## src/rtl/hlsm_job_dispatcher_pkg.sv

```systemverilog
// Shared types for the HLSM job dispatcher: FSM states, error codes, operand tuple.
package hlsm_job_dispatcher_pkg;

  localparam int OP_W = 65;

  typedef enum logic [1:0] {
    IDLE,
    CHECK,
    RUN,
    RESULT
  } state_t;

  localparam logic [1:0] ERR_OK   = 2'b00;
  localparam logic [1:0] ERR_DIV0 = 2'b01;
  localparam logic [1:0] ERR_TMO  = 2'b10;

  typedef struct packed {
    logic [OP_W-1:0] a;
    logic [OP_W-1:0] b;
    logic [OP_W-1:0] c;
    logic [OP_W-1:0] d;
    logic [OP_W-1:0] zero;
  } operand_t;

endpackage

```

## src/rtl/hlsm_job_dispatcher_job_fifo.sv

```systemverilog
// Synchronous FIFO of operand tuples; full/empty derive from a registered occupancy count.
module hlsm_job_dispatcher_job_fifo
  import hlsm_job_dispatcher_pkg::*;
#(
  parameter int DEPTH = 4
) (
  input  logic     i_clk,
  input  logic     i_rst,
  input  logic     i_push,
  input  operand_t i_data,
  input  logic     i_pop,
  output operand_t o_data,
  output logic     o_full,
  output logic     o_empty
);

  localparam int AW = $clog2(DEPTH);

  operand_t       r_mem [DEPTH];
  logic [AW-1:0]  r_wr_ptr;
  logic [AW-1:0]  r_rd_ptr;
  logic [AW:0]    r_count;

  // Pointers wrap naturally because DEPTH is a power of two.
  always_ff @(posedge i_clk or posedge i_rst) begin
    if (i_rst) begin
      r_wr_ptr <= '0;
      r_rd_ptr <= '0;
      r_count  <= '0;
    end else begin
      if (i_push) r_wr_ptr <= r_wr_ptr + 1'b1;
      if (i_pop)  r_rd_ptr <= r_rd_ptr + 1'b1;
      case ({i_push, i_pop})
        2'b10:   r_count <= r_count + 1'b1;
        2'b01:   r_count <= r_count - 1'b1;
        default: r_count <= r_count;
      endcase
    end
  end

  always_ff @(posedge i_clk) begin
    if (i_push) r_mem[r_wr_ptr] <= i_data;
  end

  assign o_data  = r_mem[r_rd_ptr];
  assign o_full  = (r_count == (AW+1)'(DEPTH));
  assign o_empty = (r_count == '0);

endmodule

```

## src/rtl/hlsm_job_dispatcher.sv

```systemverilog
// Feeds operand tuples to the divide/modulo/select HLSM one job at a time, holding Start until Done,
// with stale-Done guard, divide-by-zero screening and a run timeout.
module hlsm_job_dispatcher
  import hlsm_job_dispatcher_pkg::*;
#(
  parameter int DATA_W      = OP_W,
  parameter int FIFO_DEPTH  = 4,
  parameter int DONE_GUARD  = 2,
  parameter int TIMEOUT_CYC = 64
) (
  input  logic              i_clk,
  input  logic              i_rst,
  input  logic              i_in_valid,
  output logic              o_in_ready,
  input  logic [DATA_W-1:0] i_in_a,
  input  logic [DATA_W-1:0] i_in_b,
  input  logic [DATA_W-1:0] i_in_c,
  input  logic [DATA_W-1:0] i_in_d,
  input  logic [DATA_W-1:0] i_in_zero,
  output logic              o_hlsm_rst,
  output logic              o_hlsm_start,
  output logic [DATA_W-1:0] o_hlsm_a,
  output logic [DATA_W-1:0] o_hlsm_b,
  output logic [DATA_W-1:0] o_hlsm_c,
  output logic [DATA_W-1:0] o_hlsm_d,
  output logic [DATA_W-1:0] o_hlsm_zero,
  input  logic              i_hlsm_done,
  input  logic [DATA_W-1:0] i_hlsm_z,
  output logic              o_out_valid,
  input  logic              i_out_ready,
  output logic [DATA_W-1:0] o_out_z,
  output logic [1:0]        o_out_err
);

  localparam int GW = $clog2(DONE_GUARD + 2);
  localparam int TW = $clog2(TIMEOUT_CYC);

  state_t            r_state;
  operand_t          r_op;
  logic [GW-1:0]     r_guard;
  logic [TW-1:0]     r_tmo;
  logic              r_start;
  logic              r_hlsm_rst;
  logic              r_out_valid;
  logic [DATA_W-1:0] r_out_z;
  logic [1:0]        r_out_err;

  operand_t w_in_op;
  operand_t w_fifo_op;
  logic     w_full;
  logic     w_empty;
  logic     w_push;
  logic     w_pop;
  logic     w_guard_ok;
  logic     w_done_acc;
  logic     w_tmo;

  assign w_in_op = '{a: i_in_a, b: i_in_b, c: i_in_c, d: i_in_d, zero: i_in_zero};
  assign w_push  = i_in_valid && !w_full;
  assign w_pop   = (r_state == IDLE) && !w_empty;

  hlsm_job_dispatcher_job_fifo #(
    .DEPTH (FIFO_DEPTH)
  ) u_fifo (
    .i_clk   (i_clk),
    .i_rst   (i_rst),
    .i_push  (w_push),
    .i_data  (w_in_op),
    .i_pop   (w_pop),
    .o_data  (w_fifo_op),
    .o_full  (w_full),
    .o_empty (w_empty)
  );

  assign w_guard_ok = (r_guard >= GW'(DONE_GUARD));
  assign w_done_acc = (r_state == RUN) && w_guard_ok && i_hlsm_done;
  assign w_tmo      = (r_state == RUN) && (r_tmo == TW'(TIMEOUT_CYC - 1));

  always_ff @(posedge i_clk or posedge i_rst) begin
    if (i_rst) begin
      r_state     <= IDLE;
      r_op        <= '0;
      r_guard     <= '0;
      r_tmo       <= '0;
      r_start     <= 1'b0;
      r_hlsm_rst  <= 1'b0;
      r_out_valid <= 1'b0;
      r_out_z     <= '0;
      r_out_err   <= ERR_OK;
    end else begin
      r_hlsm_rst <= 1'b0;
      case (r_state)
        IDLE: begin
          if (!w_empty) begin
            r_op    <= w_fifo_op;
            r_state <= CHECK;
          end
        end
        CHECK: begin
          if (r_op.b == '0 || r_op.d == '0) begin
            r_out_z     <= '0;
            r_out_err   <= ERR_DIV0;
            r_out_valid <= 1'b1;
            r_state     <= RESULT;
          end else begin
            r_guard <= '0;
            r_tmo   <= '0;
            r_start <= 1'b1;
            r_state <= RUN;
          end
        end
        RUN: begin
          if (w_done_acc) begin
            r_start     <= 1'b0;
            r_out_z     <= i_hlsm_z;
            r_out_err   <= ERR_OK;
            r_out_valid <= 1'b1;
            r_state     <= RESULT;
          end else if (w_tmo) begin
            r_start     <= 1'b0;
            r_hlsm_rst  <= 1'b1;
            r_out_z     <= '0;
            r_out_err   <= ERR_TMO;
            r_out_valid <= 1'b1;
            r_state     <= RESULT;
          end else begin
            if (!w_guard_ok) r_guard <= r_guard + 1'b1;
            r_tmo <= r_tmo + 1'b1;
          end
        end
        RESULT: begin
          if (i_out_ready) begin
            r_out_valid <= 1'b0;
            r_state     <= IDLE;
          end
        end
        default: r_state <= IDLE;
      endcase
    end
  end

  // Start drops in the accepting cycle so the HLSM, back in its start state, does not relaunch.
  assign o_hlsm_start = r_start && !w_done_acc;
  assign o_hlsm_rst   = r_hlsm_rst;
  assign o_hlsm_a     = r_op.a;
  assign o_hlsm_b     = r_op.b;
  assign o_hlsm_c     = r_op.c;
  assign o_hlsm_d     = r_op.d;
  assign o_hlsm_zero  = r_op.zero;
  assign o_in_ready   = !w_full;
  assign o_out_valid  = r_out_valid;
  assign o_out_z      = r_out_z;
  assign o_out_err    = r_out_err;

endmodule

```

## config.mk

```make
export PLATFORM = sky130hd
export DESIGN_NAME = hlsm_job_dispatcher
export DESIGN_NICKNAME = d
export VERILOG_FILES = /design/src/rtl/hlsm_job_dispatcher_pkg.sv /design/src/rtl/hlsm_job_dispatcher_job_fifo.sv /design/src/rtl/hlsm_job_dispatcher.sv
export SDC_FILE = /design/constraint.sdc
export NUM_CORES = 2
export LEC_CHECK = 0
export ABC_CLOCK_PERIOD_IN_PS = 30100
export CAP_MARGIN = 20
export CORE_MARGIN = 3
export CORE_UTILIZATION = 40
export CTS_CLUSTER_DIAMETER = 120
export CTS_CLUSTER_SIZE = 16
export DETAILED_ROUTE_END_ITERATION = 16
export PLACE_DENSITY_LB_ADDON = 0.1
export SYNTH_ARGS = -nofsm -noshare
export SYNTH_HDL_FRONTEND = slang
export SYNTH_SLANG_ARGS = --single-unit
```

## constraint.sdc

```tcl
create_clock -name i_clk -period 30.1 [get_ports i_clk]
set_clock_uncertainty 0.05 [all_clocks]
set_input_delay 3.01 -clock i_clk [delete_from_list [all_inputs] [get_ports i_clk]]
set_output_delay 3.01 -clock i_clk [all_outputs]
set_load 0.02 [all_outputs]
```

# [Yosys cells after proc, flatten, opt, wreduce, memory -nomap -nowiden]
# Memories as Yosys holds them, arrays and structs flattened. A register that Yosys moved wholly into a read port is not among the register bits.
# Index checks and enable logic that the tools add are counted.
[totals] mem_bits_rw=1300 register_bits=87 n_memories=1 input_bits=395
[op_classes] bitwise_logic=1 n_mux=38 n_reduce_logical=24 order_cmp=1 n_addsub=6 n_eq_ne=15
[memory_table] name="u_fifo.r_mem" words=4 word_bits=325 rd=1 rd_ports_with_merged_regs=1 write_ports=1 line_no="hlsm_job_dispatcher_job_fifo.sv:19" text="operand_t r_mem [DEPTH];"
[op_table] cell="$mux 65" count=3
[op_table] cell="$logic_not 65->1" count=2
[op_table] cell="$pmux 65 s2" count=1
[op_table] cell="$mux 2" count=11
[op_table] cell="$mux 6" count=3
[op_table] cell="$ne 2x2->1 const B" count=7
[op_table] cell="$mux 1" count=13
[op_table] cell="$pmux 6 s2" count=1
[op_table] cell="$reduce_and 3->1" count=3
[op_table] cell="$pmux 2 s2" count=2
[op_table] cell="$pmux 2 s4" count=1
[op_table] cell="$reduce_and 4->1" count=2
[op_table] cell="$add 2x1->2 const B" count=3
[op_table] cell="$add 6x1->6 const B" count=1
[op_table] cell="$eq 2x2->1 const B" count=3
[op_table] cell="$eq 6x6->1 const B" count=1
[op_table] cell="$logic_and 1x1->1" count=6
[op_table] cell="$pmux 3 s2" count=1
[op_table] cell="$reduce_and 5->1" count=1
[op_table] cell="$eq 2x1->1 const B" count=2
[op_table] cell="$reduce_bool 2->1" count=2
[op_table] cell="$add 3x1->3 const B" count=1
[op_table] cell="$eq 3x3->1 const B" count=1
[op_table] cell="$logic_not 1->1" count=3
[op_table] cell="11 further kinds" count=11

# [Depth between registers and ports, before layout]
[logic_depth] depth_word=5 mapped_depth=12

# [By module]
# From an unflattened synthesis, not the netlist that was laid out.
[hier_totals] hier_cells=2953 hier_area_um2=64017.6
[by_module_without_submodules] mod="hlsm_job_dispatcher_job_fifo" cells_per_inst=1735 n_inst=1 area_per_inst_um2=47206.5 seq_area_each_um2=39212.6
[by_module_without_submodules] mod="hlsm_job_dispatcher" cells_per_inst=1218 n_inst=1 area_per_inst_um2=16811.1 seq_area_each_um2=10134.7

# [Worst setup path after synthesis]
# Ideal clock, no wire load.
[synth_path] path_type="input -> register" from="input port i_in_valid" to="memory u_fifo.r_mem[1][0] (netlist name), enable pin" cell_stages=1 required_time_ps=29319 arrival_ps=10446 setup_ps=731 path_slack_ps=18873 path_buffers=0 path_cell_list="and3_1"
[synth_between] elab_chain_cells=3
[synth_rtl] element="start, declared" line_no="hlsm_job_dispatcher.sv:13" text="input logic i_in_valid,"
[synth_rtl] element="$logic_and 1x1->1" line_no="hlsm_job_dispatcher.sv:59" text="assign w_push = i_in_valid && !w_full;"
[synth_rtl] element="$mux 1" line_no="hlsm_job_dispatcher_job_fifo.sv:42" text="if (i_push) r_mem[r_wr_ptr] <= i_data;"
[synth_rtl] element="$mux 1 (implied by the code)" line_no="hlsm_job_dispatcher_job_fifo.sv:42"
[synth_rtl] element="end, declared" line_no="hlsm_job_dispatcher_job_fifo.sv:19"
# Every way passes these cells.

# [Final worst setup path]
[layout_path] from="input port i_hlsm_done" to="output port o_hlsm_start"
[layout_between] elab_chain_cells=3
[layout_rtl] element="start, declared" line_no="hlsm_job_dispatcher.sv:27" text="input logic i_hlsm_done,"
[layout_rtl] element="$logic_and 1x1->1" line_no="hlsm_job_dispatcher.sv:76" text="assign w_done_acc = (r_state == RUN) && w_guard_ok && i_hlsm_done;"
[layout_rtl] element="$logic_not 1->1" line_no="hlsm_job_dispatcher.sv:143" text="assign o_hlsm_start = r_start && !w_done_acc;"
[layout_rtl] element="$logic_and 1x1->1" line_no="hlsm_job_dispatcher.sv:143"
[layout_rtl] element="end, declared" line_no="hlsm_job_dispatcher.sv:21" text="output logic o_hlsm_start,"
# Every way passes these cells.

==> results by group <==
Outcome
  – Status: completed

Setup path
  – Capturing element type of the critical path: primary output
  – Worst Path Arrival: between 4 and 5 ns
  – Startpoint Class: input port
  – Reg2Reg Setup Slack: 25.90 ns
  – Critical path class: in -> out
  – Required @ worst endpoint: 27.04 ns
  – CP max FO: 6

STA
  – Setup-failing EPs final: 0
  – Max-slew headroom: 28.6%
  – Measured slew at the worst slew-check pin: 1.07 ns
  – Fin crit share: roughly a quarter
  – Hold WS: 0.428 ns
  – Setup Total Neg Slack: 0 ns
  – Setup WS post-layout: 22.48 ns
  – Unrepaired setup endpoints after global routing: false
  – Final Slew Violations: 0
  – Final Hold Vio Count: 0
  – Fmax: 0.131 GHz
  – Period minus WS final: 7.62 ns

Drt
  – Pre-Repair DR Iteration Count: 8
  – Vias: ~33000
  – Initial drt markers: around 2600
  – Via/cell ratio: 5.15
  – Wire length per cell: 25.4 um
  – Residual DRC: 0
  – Post-Route WL: 162000 um
  – Final ANT Viol Nets: 0

Clock network
  – CTS tree: yes
  – Hold-fix buffers, CTS: 0
  – Post-CTS Setup Bufs: 0
  – Post-cts sizing count: 0
  – Clk sinks: 1712
  – CTS Buf Count: ~120
  – H-tree depth: 3
  – Max Root-Sink Buffers: 3
  – CTS clk-pin slew, worst paths: 0.07 ns
  – Worst skew pair latency: between 0.7 and 0.8 ns
  – Root Driver: clkbuf_16

Floorplanning
  – Die ar.: 0.161 sq mm
  – Die Ht: 402 um
  – Chip width: 402 um
  – Row count: 144
  – IO Count: a little under 800
  – Initial core utilization: 40.5%
  – Core area: 0.155 sq mm

Yosys
  – Most used DFF post-synth: edfxtp_1
  – Synth top area share: between 60% and 70%
  – Post-synth EDFFs: 1300
  – Seq/Total Area, Yosys: about 80%
  – Synth unique cells: 42
  – Synth Cell Area: 0.0626 sq mm
  – Top cells by area, synth: edfxtp_1, dfrtp_1, mux4_2
  – Async SR Flop Fraction: 24.1%
  – Mean Syn Cell Area: 18.4 sq um
  – Syn Nets: 3810
  – #FFs+latches synth: 1712
  – Most frequent cell after synthesis: edfxtp_1
  – Synth top cells by count: edfxtp_1, nand2_1, dfrtp_1
  – Gate Count Post-Synth: ~3400
  – Area leader, netlist: edfxtp_1
  – Yosys Warn Count: 0

Place
  – # port buffers: 790
  – Pre-CTS setup slack: 22.49 ns
  – Placed Area: 0.0729 sq mm
  – Inst Count DP: 6129
  – Placer Congestion: 0.776
  – HPWL after DPL: around 100000 um

GRT
  – GR Overflow Total: 0
  – Largest net degree at the start of global routing: 139
  – Number of global-route vias before repair: approximately 34000
  – Gr usage total: just under 20%
  – Global-route wire length before repair: 237000 um
  – Initial antenna violation count: between 50 and 60

Power and ir drop
  – PwrDens: 102 mW/mm^2
  – Final Power: 7.80 mW
  – Maximum VDD drop: 0.0712 mV
  – Leak: 27.5 nW

Final layout
  – Layout cells sized above 1: 12.1%
  – Nets: between 4000 and 5000
  – Fin area: about 0.076 sq mm
  – Synthesis-to-finish area growth: 22.0%
  – Fin util: a little under 50%
  – Finished Layout Cells: 6372

Run
  – MaxCap Viol Count: 0

Min path
  – Hold crit path type: reg -> reg
==> cells by family (layout without fill, tap and decap cells) <==
group | after synthesis | after routing | synth area share (%)
compound gates | 99 | 99 | 1.30
xor+xnor | 6 | 6 | 0.0839
fa+ha+maj | 13 | 13 | 0.272
buf+inv | 176 | 1076 | 1.17
flops | 1712 | 1712 | 78.8
mux | 326 | 326 | 11.7
other cells | 0 | 26 | 0
simple gates | 1070 | 1070 | 6.68
==> registers in the layout (all words and copies together) (netlist names), 3 cells and up <==
register and cells:
o_hlsm_a 65, o_hlsm_b 65, o_hlsm_c 65, o_hlsm_d 65, o_hlsm_zero 65, o_out_z 65
r_tmo 6, u_fifo.r_count 3, u_fifo.r_mem 1300
==> worst paths after layout <==
kind / startpoint / end / cells past startpoint
setup / recovery: i_hlsm_done / o_hlsm_start / 4
hold / removal: o_hlsm_zero[37] / o_hlsm_zero[37] / 2
setup reg to reg: u_fifo.r_count[0] / u_fifo.r_mem[3][100] / 6
hold reg to reg: o_hlsm_zero[37] / o_hlsm_zero[37] / 2
max in group asynchronous: i_rst / o_hlsm_b[44] / 5
min in group asynchronous: i_rst / o_hlsm_zero[20] / 2
==> per-layer routing <==
metal | routed length (um) | vias up | share of wire, % | track usage [%]
li1 | - | 14500 | - | -
met1 | 69600 | 17100 | 43 | 27.7
met2 | 76400 | 987 | 47 | 31.1
met3 | 12300 | 210 | 7.6 | 5.52
met4 | 3390 | 40 | 2.1 | 4.51
met5 | 296 | - | 0.18 | 0
==> final cells by class <==
cell class | count | area, sq um
Timing Repair Buffer | 845 | 8370
Multi-Input combinational cell | 1514 | 12600
Antenna cell | 26 | 65.1
Tap cell | 2044 | 2560
Clock inverter | 5 | 105
Clock buffer | 212 | 3310
Fill cell | 13000 | 78400
Sequential cell | 1712 | 49400
Inverter | 14 | 67.6
==> power breakdown <==
| group | total, mW | internal [mW] | switching (mW) |
|---|---|---|---|
| combinational | 2.73 | 1.17 | 1.56 |
| clock | 1.52 | 0.742 | 0.777 |
| sequential | 3.55 | 3.21 | 0.338 |
==> layout by cell type (no fill, tap or decap), types with 13 or more instances in the layout <==
cell	synthesis	routed
clkbuf_16	0	118
o21ai_0	13	13
diode_2	0	26
buf_4	0	51
nor2_1	15	14
nand2_1	987	987
clkbuf_1	93	94
edfxtp_1	1300	1300
nor4_1	32	32
a22o_1	65	65
clkdlybuf4s50_1	0	790
mux4_2	325	325
dfrtp_1	412	410
==> critical path: stages <==
cell	delay (ns)
clkdlybuf4s50_1	0.43
o211ai_1	0.26
and2_1	0.24
clkdlybuf4s50_1	0.61
(Power assumes the default switching activity.)
